===== src/rtl/ucr_hash_nonce_ctrl.sv =====
// ucr_hash_nonce_ctrl
// Nonce-search sequencer for one micro_ucr_hash round core. It latches the
// header/target/range on start, runs LAST_ROUND rounds per nonce, checks H,
// and reports the first hit or the last nonce tried when the range runs out.
module ucr_hash_nonce_ctrl #(
   parameter int LAST_ROUND = 33,
   parameter int CNT_W      = 6
) (
   input  logic              clk,
   input  logic              reset_L,
   input  logic              start,
   input  logic              abort,
   input  logic [95:0]       header,
   input  logic [7:0]        target,
   input  logic [31:0]       nonce_start,
   input  logic [31:0]       nonce_limit,
   input  logic [23:0]       H,
   output logic [CNT_W-1:0]  counter,
   output logic              fin,
   output logic [127:0]      bloque_in,
   output logic              busy,
   output logic              done,
   output logic              found,
   output logic [31:0]       nonce_out,
   output logic [23:0]       hash_out,
   output logic [31:0]       attempts
);

   localparam logic [1:0] S_IDLE  = 2'd0;
   localparam logic [1:0] S_RUN   = 2'd1;
   localparam logic [1:0] S_CHECK = 2'd2;

   localparam logic [CNT_W-1:0] CNT_ONE   = CNT_W'(1);
   localparam logic [CNT_W-1:0] CNT_LAST  = CNT_W'(LAST_ROUND);
   localparam logic [CNT_W-1:0] CNT_CHECK = CNT_W'(LAST_ROUND + 1);

   logic [1:0]  state;
   logic [95:0] header_q;
   logic [31:0] nonce_q;
   logic [7:0]  target_q;
   logic [31:0] limit_q;

   // The core only accumulates while rounds run; every other state freezes H.
   always_comb begin
      fin       = (state != S_RUN);
      bloque_in = {header_q, nonce_q};
   end

   // Search sequencing: round counting, per-nonce check, abort and result capture.
   always_ff @(posedge clk or negedge reset_L) begin
      if (!reset_L) begin
         state     <= S_IDLE;
         counter   <= '0;
         busy      <= 1'b0;
         done      <= 1'b0;
         found     <= 1'b0;
         nonce_out <= '0;
         hash_out  <= '0;
         attempts  <= '0;
         header_q  <= '0;
         nonce_q   <= '0;
         target_q  <= '0;
         limit_q   <= '0;
      end else begin
         done <= 1'b0;
         case (state)
            S_IDLE: begin
               counter <= '0;
               if (start) begin
                  header_q <= header;
                  target_q <= target;
                  limit_q  <= nonce_limit;
                  nonce_q  <= nonce_start;
                  attempts <= '0;
                  found    <= 1'b0;
                  busy     <= 1'b1;
                  counter  <= CNT_ONE;
                  state    <= S_RUN;
               end
            end
            S_RUN: begin
               if (abort) begin
                  state     <= S_IDLE;
                  counter   <= '0;
                  busy      <= 1'b0;
                  done      <= 1'b1;
                  found     <= 1'b0;
                  nonce_out <= nonce_q;
               end else if (counter == CNT_LAST) begin
                  state   <= S_CHECK;
                  counter <= CNT_CHECK;
               end else begin
                  counter <= counter + CNT_ONE;
               end
            end
            S_CHECK: begin
               // Abort wins over a same-cycle hit and does not count as an attempt.
               if (abort) begin
                  state     <= S_IDLE;
                  counter   <= '0;
                  busy      <= 1'b0;
                  done      <= 1'b1;
                  found     <= 1'b0;
                  nonce_out <= nonce_q;
               end else begin
                  attempts <= attempts + 32'd1;
                  if (H[23:16] < target_q) begin
                     state     <= S_IDLE;
                     counter   <= '0;
                     busy      <= 1'b0;
                     done      <= 1'b1;
                     found     <= 1'b1;
                     nonce_out <= nonce_q;
                     hash_out  <= H;
                  end else if (nonce_q == limit_q) begin
                     state     <= S_IDLE;
                     counter   <= '0;
                     busy      <= 1'b0;
                     done      <= 1'b1;
                     found     <= 1'b0;
                     nonce_out <= nonce_q;
                     hash_out  <= H;
                  end else begin
                     nonce_q <= nonce_q + 32'd1;
                     counter <= CNT_ONE;
                     state   <= S_RUN;
                  end
               end
            end
            default: begin
               state   <= S_IDLE;
               counter <= '0;
               busy    <= 1'b0;
            end
         endcase
      end
   end

endmodule


===== config.mk =====
export PLATFORM = sky130hd
export DESIGN_NAME = ucr_hash_nonce_ctrl
export DESIGN_NICKNAME = d
export VERILOG_FILES = /design/src/rtl/ucr_hash_nonce_ctrl.sv
export SDC_FILE = /design/constraint.sdc
export NUM_CORES = 1
export LEC_CHECK = 0
export BUFFER_PORTS_ARGS = -buffer_cell sky130_fd_sc_hd__clkbuf_2
export CORE_MARGIN = 2
export CORE_UTILIZATION = 44
export CTS_BUF_LIST = sky130_fd_sc_hd__clkbuf_8
export CTS_CLUSTER_DIAMETER = 50
export CTS_CLUSTER_SIZE = 10
export DETAILED_ROUTE_END_ITERATION = 7
export MAX_ROUTING_LAYER = met4
export PLACE_DENSITY_LB_ADDON = 0.15
export SYNTH_ARGS = -nofsm -noshare
export SYNTH_HDL_FRONTEND = slang
export SYNTH_SLANG_ARGS = --single-unit

===== constraint.sdc =====
create_clock -name clk -period 3.1 [get_ports clk]
set_input_delay 0.31 -clock clk [delete_from_list [all_inputs] [get_ports clk]]
set_output_delay 0.31 -clock clk [all_outputs]
set_load 0.01 [all_outputs]

== Yosys cells after proc, flatten, opt, wreduce, memory -nomap -nowiden ==
Index checks and enable logic that the tools add are counted.
Cells by class
  eq/ne operators: 12
  reductions and logical operators: 13
  mux-type cells: 44
  bitwise gates (word level): 1
  add/subtract/negate cells: 3
  order comparisons: 1
Operator list (count)
  32-bit two-way mux: 10
  32-bit one-hot mux with 2 select lines: 3
  32-bit by 1-bit adder with 32-bit output (second input constant): 2
  24-bit two-way mux: 2
  32-bit == test: 1
  1-bit two-way mux: 19
  6-bit one-hot mux with 3 select lines: 1
  6-bit two-way mux: 2
  3-bit AND reduction: 4
  2-bit inequality test (second input constant): 5
  8-bit less-than comparator: 1
  6-bit by 1-bit adder with 6-bit output (second input constant): 1
  6-bit == test (second input constant): 1
  2-bit two-way mux: 3
  1-bit one-hot mux with 3 select lines: 2
  2-bit one-hot mux with 3 select lines: 1
  2-bit nonzero test: 3
  5-bit AND reduction: 1
  4-bit inequality test (second input constant): 1
  2-bit AND reduction: 2
  4-bit AND reduction: 1
  3-bit inequality test (second input constant): 1
  3-bit nonzero test: 1
  2-bit by 1-bit == test with 1-bit output (second input constant): 1
  other kinds (5): 5
Word-level totals
  flip-flop bits (word level): 267
  input port bits: 196

== Depth between registers and ports, before layout ==
  word-level depth: 5
  depth in mapped cells: 12

== Worst setup path before layout ==
Ideal clock, no wire load.
  kind: register -> register
  start: register state[0]
  end: register attempts[26]
  data required time: 3022 ps
  buffers on the path: 2
  stages on the path, launching flop included: 11
  arrival: 2402 ps
  setup slack: 620 ps
  cells stage by stage: dfrtp_1 > inv_1 > ha_1 > buf_4 > and2b_2 > o2111ai_4 > nand2b_4 > or4_1 > buf_2 > or3_1 > a21oi_1
On the way
  longest elaborated chain between the ends: 3
  elaborated cells on any way between the ends: 7
  those cells by class: eq/ne (3); mux (1); reduce/logical (3)
RTL lines
  start, declared: RTL line 37  | logic [1:0] state;
  start signal, assigned: RTL line 52  | state <= S_IDLE;
  start signal, assigned: RTL line 78  | state <= S_RUN;
  start signal, assigned: RTL line 83  | state <= S_IDLE;
  2-bit == test or 2-bit zero test (tied branches): RTL line 66  | case (state)
  2-bit inequality test (no line) or 2-bit nonzero test (tied branches)
  3-bit AND reduction (no line)
  end signal, assigned: RTL line 106  | attempts <= attempts + 32'd1;
  end, declared: RTL line 26  | output logic [31:0] attempts
Parallel ways exist; a longest one is shown, timed or not.
A chain may end at the register's enable or synchronous reset.

== Final worst setup path ==
  start: register nonce_q[27]
  end: register nonce_out[16]
On the way
  longest elaborated chain between the ends: 3
RTL lines
  start, declared: RTL line 39  | logic [31:0] nonce_q;
  start signal, assigned: RTL line 73  | nonce_q <= nonce_start;
  start signal, assigned: RTL line 124  | nonce_q <= nonce_q + 32'd1;
  32-bit == test: RTL line 115  | end else if (nonce_q == limit_q) begin
  4-bit inequality test (no line)
  3-bit AND reduction (no line)
  end signal, assigned: RTL line 104  | nonce_out <= nonce_q;
  end signal, assigned: RTL line 113  | nonce_out <= nonce_q;
  end signal, assigned: RTL line 121  | nonce_out <= nonce_q;
  end, declared: RTL line 24  | output logic [31:0] nonce_out,
No other way between the ends.

==> key figures <==
Logic synthesis
  • Register area share after synthesis: 0.563
  • Syn_nets: 1,164
  • Synth area leaders: dfrtp_1 56%, mux2_2 15%, xor2_1 3.7%, mux2_1 2.8%, nor2_1 2.1%
  • Yosys cell types: a little under 60
  • Post-synth top area share: 0.563
  • Synth warn: 0
  • Synth Register Bits: 267
  • Area leader, netlist: dfrtp_1
  • Synth Flop Type: dfrtp_1
  • Post-synth ARST share: 1.00
  • EDFF count, synth: 0
  • Avg Cell Area, Syn: roughly 12 µm²
  • Netlist Area Pre-Place: ~12,000 µm²
  • Cells after Synth: about 950

Clock tree
  • Clk root buf: clkbuf_8
  • CTS max path bufs: 3
  • CTS tree: yes
  • CTS Buf Count: 35
  • Reg clk slew, reported paths: 0.07 ns
  • Clk sink count: 267
  • H-Tree Level Count: 2
  • Worst-Skew Late Latency: roughly 0.54 ns

Place
  • Area after DPL: 14,500 µm²
  • Post-DP HPWL: about 25,000 µm
  • RePlAce Congestion: ~0.9
  • PortBufs: 421
  • Dpl cells: 1,695
  • Pre-CTS setup slack: around 0.35 ns

Timing
  • Slew HR: 0.482
  • Setup violators final: 0
  • Clock skew: ~0.025 ns
  • RSZ-0062 raised after global routing: false
  • Post-layout min period: 2.81 ns
  • Setup TNS: 0 ns
  • Slew @ Worst Pin: 0.777 ns
  • Period utilization: 0.908
  • Fin. Hold Viols: 0
  • Post-route setup slack: approximately 0.29 ns
  • Maximum clock rate: between 0.3 and 0.4 GHz
  • Fin Hold WS: 0.0135 ns
  • Final Max Tran Viols: 0

Worst setup path
  • Levels on crit path: 8
  • R2R Path Start: nonce_q[27]
  • CP top delay family: simple AND/OR/NAND/NOR gates
  • Critical Path Source Type: flop
  • Worst setup endpoint: nonce_out[16]
  • Slowest-stage cell, CP: dfrtp_1
  • Setup crit end kind: flop
  • CP bufs+invs: 1
  • Max Fanout on Critical Path: 32
  • Worst endpoint required time: 3.49 ns
  • Max stage delay on crit path: just under 0.5 ns
  • CP Cell Sequence: xor2_1 -> nor4_1 -> nand4_1 -> o21ai_2 -> or3_1 -> and3_2 -> buf_12 -> mux2_1
  • CP startpoint: nonce_q[27]
  • Reg2reg path depth: 8
  • Worst R2R End: nonce_out[16]
  • Critical path type: flop to flop
  • Critical path arrival: between 3 and 4 ns
  • Setup slack, reg-to-reg: approximately 0.29 ns

Floorplanning
  • Core ar.: 26,700 µm²
  • Die Wd: roughly 170 µm
  • Row cnt: 60
  • Die Ht: between 150 and 200 µm
  • Starting density of the core: 0.444
  • I/O pin total: ~420
  • DIE AREA: ~28,000 µm²

Pwr
  • Clock power frac: 0.184
  • Gate power share: 0.390
  • Sw power: 5.06 mW
  • Internal power: 8.49 mW
  • Final Power: 13.6 mW
  • Leak Pwr: 7.69 nW
  • Cell area power density: 850 nW/µm²
  • Switching share of power: 0.373
  • Reg power frac: 0.426
  • Peak supply drop: slightly above 0.6 mV

Route
  • TritonRoute pass-1 iters: 4
  • Vias: about 9.7k
  • DRC violations left: 0
  • Mean routed wirelength per cell: about 19 µm
  • Via/cell ratio: 5.30
  • Initial DRC count: between 600 and 700
  • Antenna Nets Post-Route: 0
  • Total Wirelength: around 35,000 µm

Cells and area
  • Final core occ: 0.597
  • Fillers: 2,261
  • Most frequent cells in the layout: 420 x clkbuf_2, 267 x dfrtp_1, 162 x mux2_2, 83 x dlygate4sd3_1, 64 x nor2_1
  • Commonest non-fill, non-tap cell in the layout: clkbuf_2
  • Post-layout nets: roughly 1.7k
  • Finished layout cell area: roughly 16,000 µm²
  • Non-filler cells, final: roughly 1.8k
  • Layout area overhead: 34.5%
  • Share of layout cells above drive strength 1: 0.454

GRT
  • Met1 Usage GRT: 0.317
  • Vias in the first global route: 10.0k
  • First-pass GRT wire length: approximately 55,000 µm
  • Largest net degree at the start of global routing: between 90 and 100
  • Grt met2 use: 0.411
  • Met3 usage: 0.0574
  • Total global routing overflow: 0
  • Initial antenna violation count: 3
  • Top Usage Layer GRT: met2
  • GRT Overall Usage: 0.255

Job
  • MaxCap Viol Count: 0

Hold path
  • Hold WC Path Type: input pin to flop

Status
  • Status: finished clean
Yosys cell counts (all sizes together), types with 2 or more instances:
library cell and number:
o32a 2, a31o 2, a22oi 7, nor4b 2, a211o 2, inv 15, a311oi 9, and2b 2
a31oi 4, and2 5, buf 26, a21oi 25, nand4 28, nor3 10, a211oi 6, o21ai 24
o311ai 2, o2111ai 2, o2bb2ai 2, nor2b 5, nand2b 8, nand3 24, xnor2 10, xor2 50
and4 8, nand2 47, clkbuf 28, a32o 2, o211ai 2, mux2i 2, ha 15, o22ai 3
o221ai 2, nor4 13, and3 11, o221a 3, dfrtp 267, or3 10, mux2 192, nor2 65
how the worst min path moves through the flow:
stage               cells after the start       startpoint  slack [ns]           end
finish                                  2  nonce_limit[12]        0.01   limit_q[12]
global route                            2       header[31]      0.0007  header_q[31]
CTS                                     2       header[30]      0.0003  header_q[30]
detailed placement                      1          reset_L        0.41  header_q[32]
global placement                        1          reset_L        0.41  header_q[32]
floorplan                               0          reset_L        0.01   attempts[0]
area by class of cell:
cell class,count,area [µm²],share of cell area
inverters,16,60.1,0.00377
flip-flops and latches,267,6680,0.419
diodes,3,7.51,0.000471
clock inverters,8,72.6,0.00455
well taps,341,427,0.0268
repair buffers,538,3280,0.206
clock buffers,39,537,0.0337
multi-input cells,616,4880,0.306
sequential cells by signal (all words and copies together) (netlist names), 2 cells and up:
register and flops:
limit_q 32, hash_out 24, nonce_out 32, nonce_q 32
target_q 8, attempts 32, header_q 96, counter 6
state 2
worst reg2reg max path, stage by stage, from the launching register on:
cell	delay, ns
dfrtp_1	0.49
xor2_1	0.19
nor4_1	0.48
nand4_1	0.23
o21ai_2	0.29
or3_1	0.17
and3_2	0.20
buf_12	0.23
mux2_1	0.38
timing repair:
item	4_1_cts	5_1_grt
hold buffers	79	4
resized for setup	0	0
endpoints found under the hold margin	168	4
setup buffers	0	0
layer usage:
| layer | share of wire | up-vias |
|---|---|---|
| met5 | 0 | - |
| met4 | 0.033 | 0 |
| met3 | 0.073 | 68 |
| met2 | 0.48 | 420 |
| met1 | 0.41 | 4779 |
| li1 | - | 4428 |
cells by family after synthesis:
kind of cell | Yosys count | share of synthesized area
mux | 194 | 0.184
flops | 267 | 0.563
buf+inv | 70 | 0.0262
xor+xnor | 60 | 0.0443
fa+ha+maj | 15 | 0.0158
simple gates | 240 | 0.103
compound gates | 107 | 0.0635
power groups by stage:
| stage | combinational [mW] | sequential [mW] | clock [mW] |
|---|---|---|---|
| 6_report | 5.29 | 5.77 | 2.49 |
| 3_5_place_dp | 5.21 | 5.79 | 0 |
| 2_1_floorplan | 2.53 | 6.07 | 0 |
| 4_1_cts | 5.31 | 5.74 | 2.57 |
| 5_1_grt | 5.72 | 5.94 | 2.71 |
| 3_3_place_gp | 5.16 | 5.74 | 0 |
(Power assumes the default switching activity.)
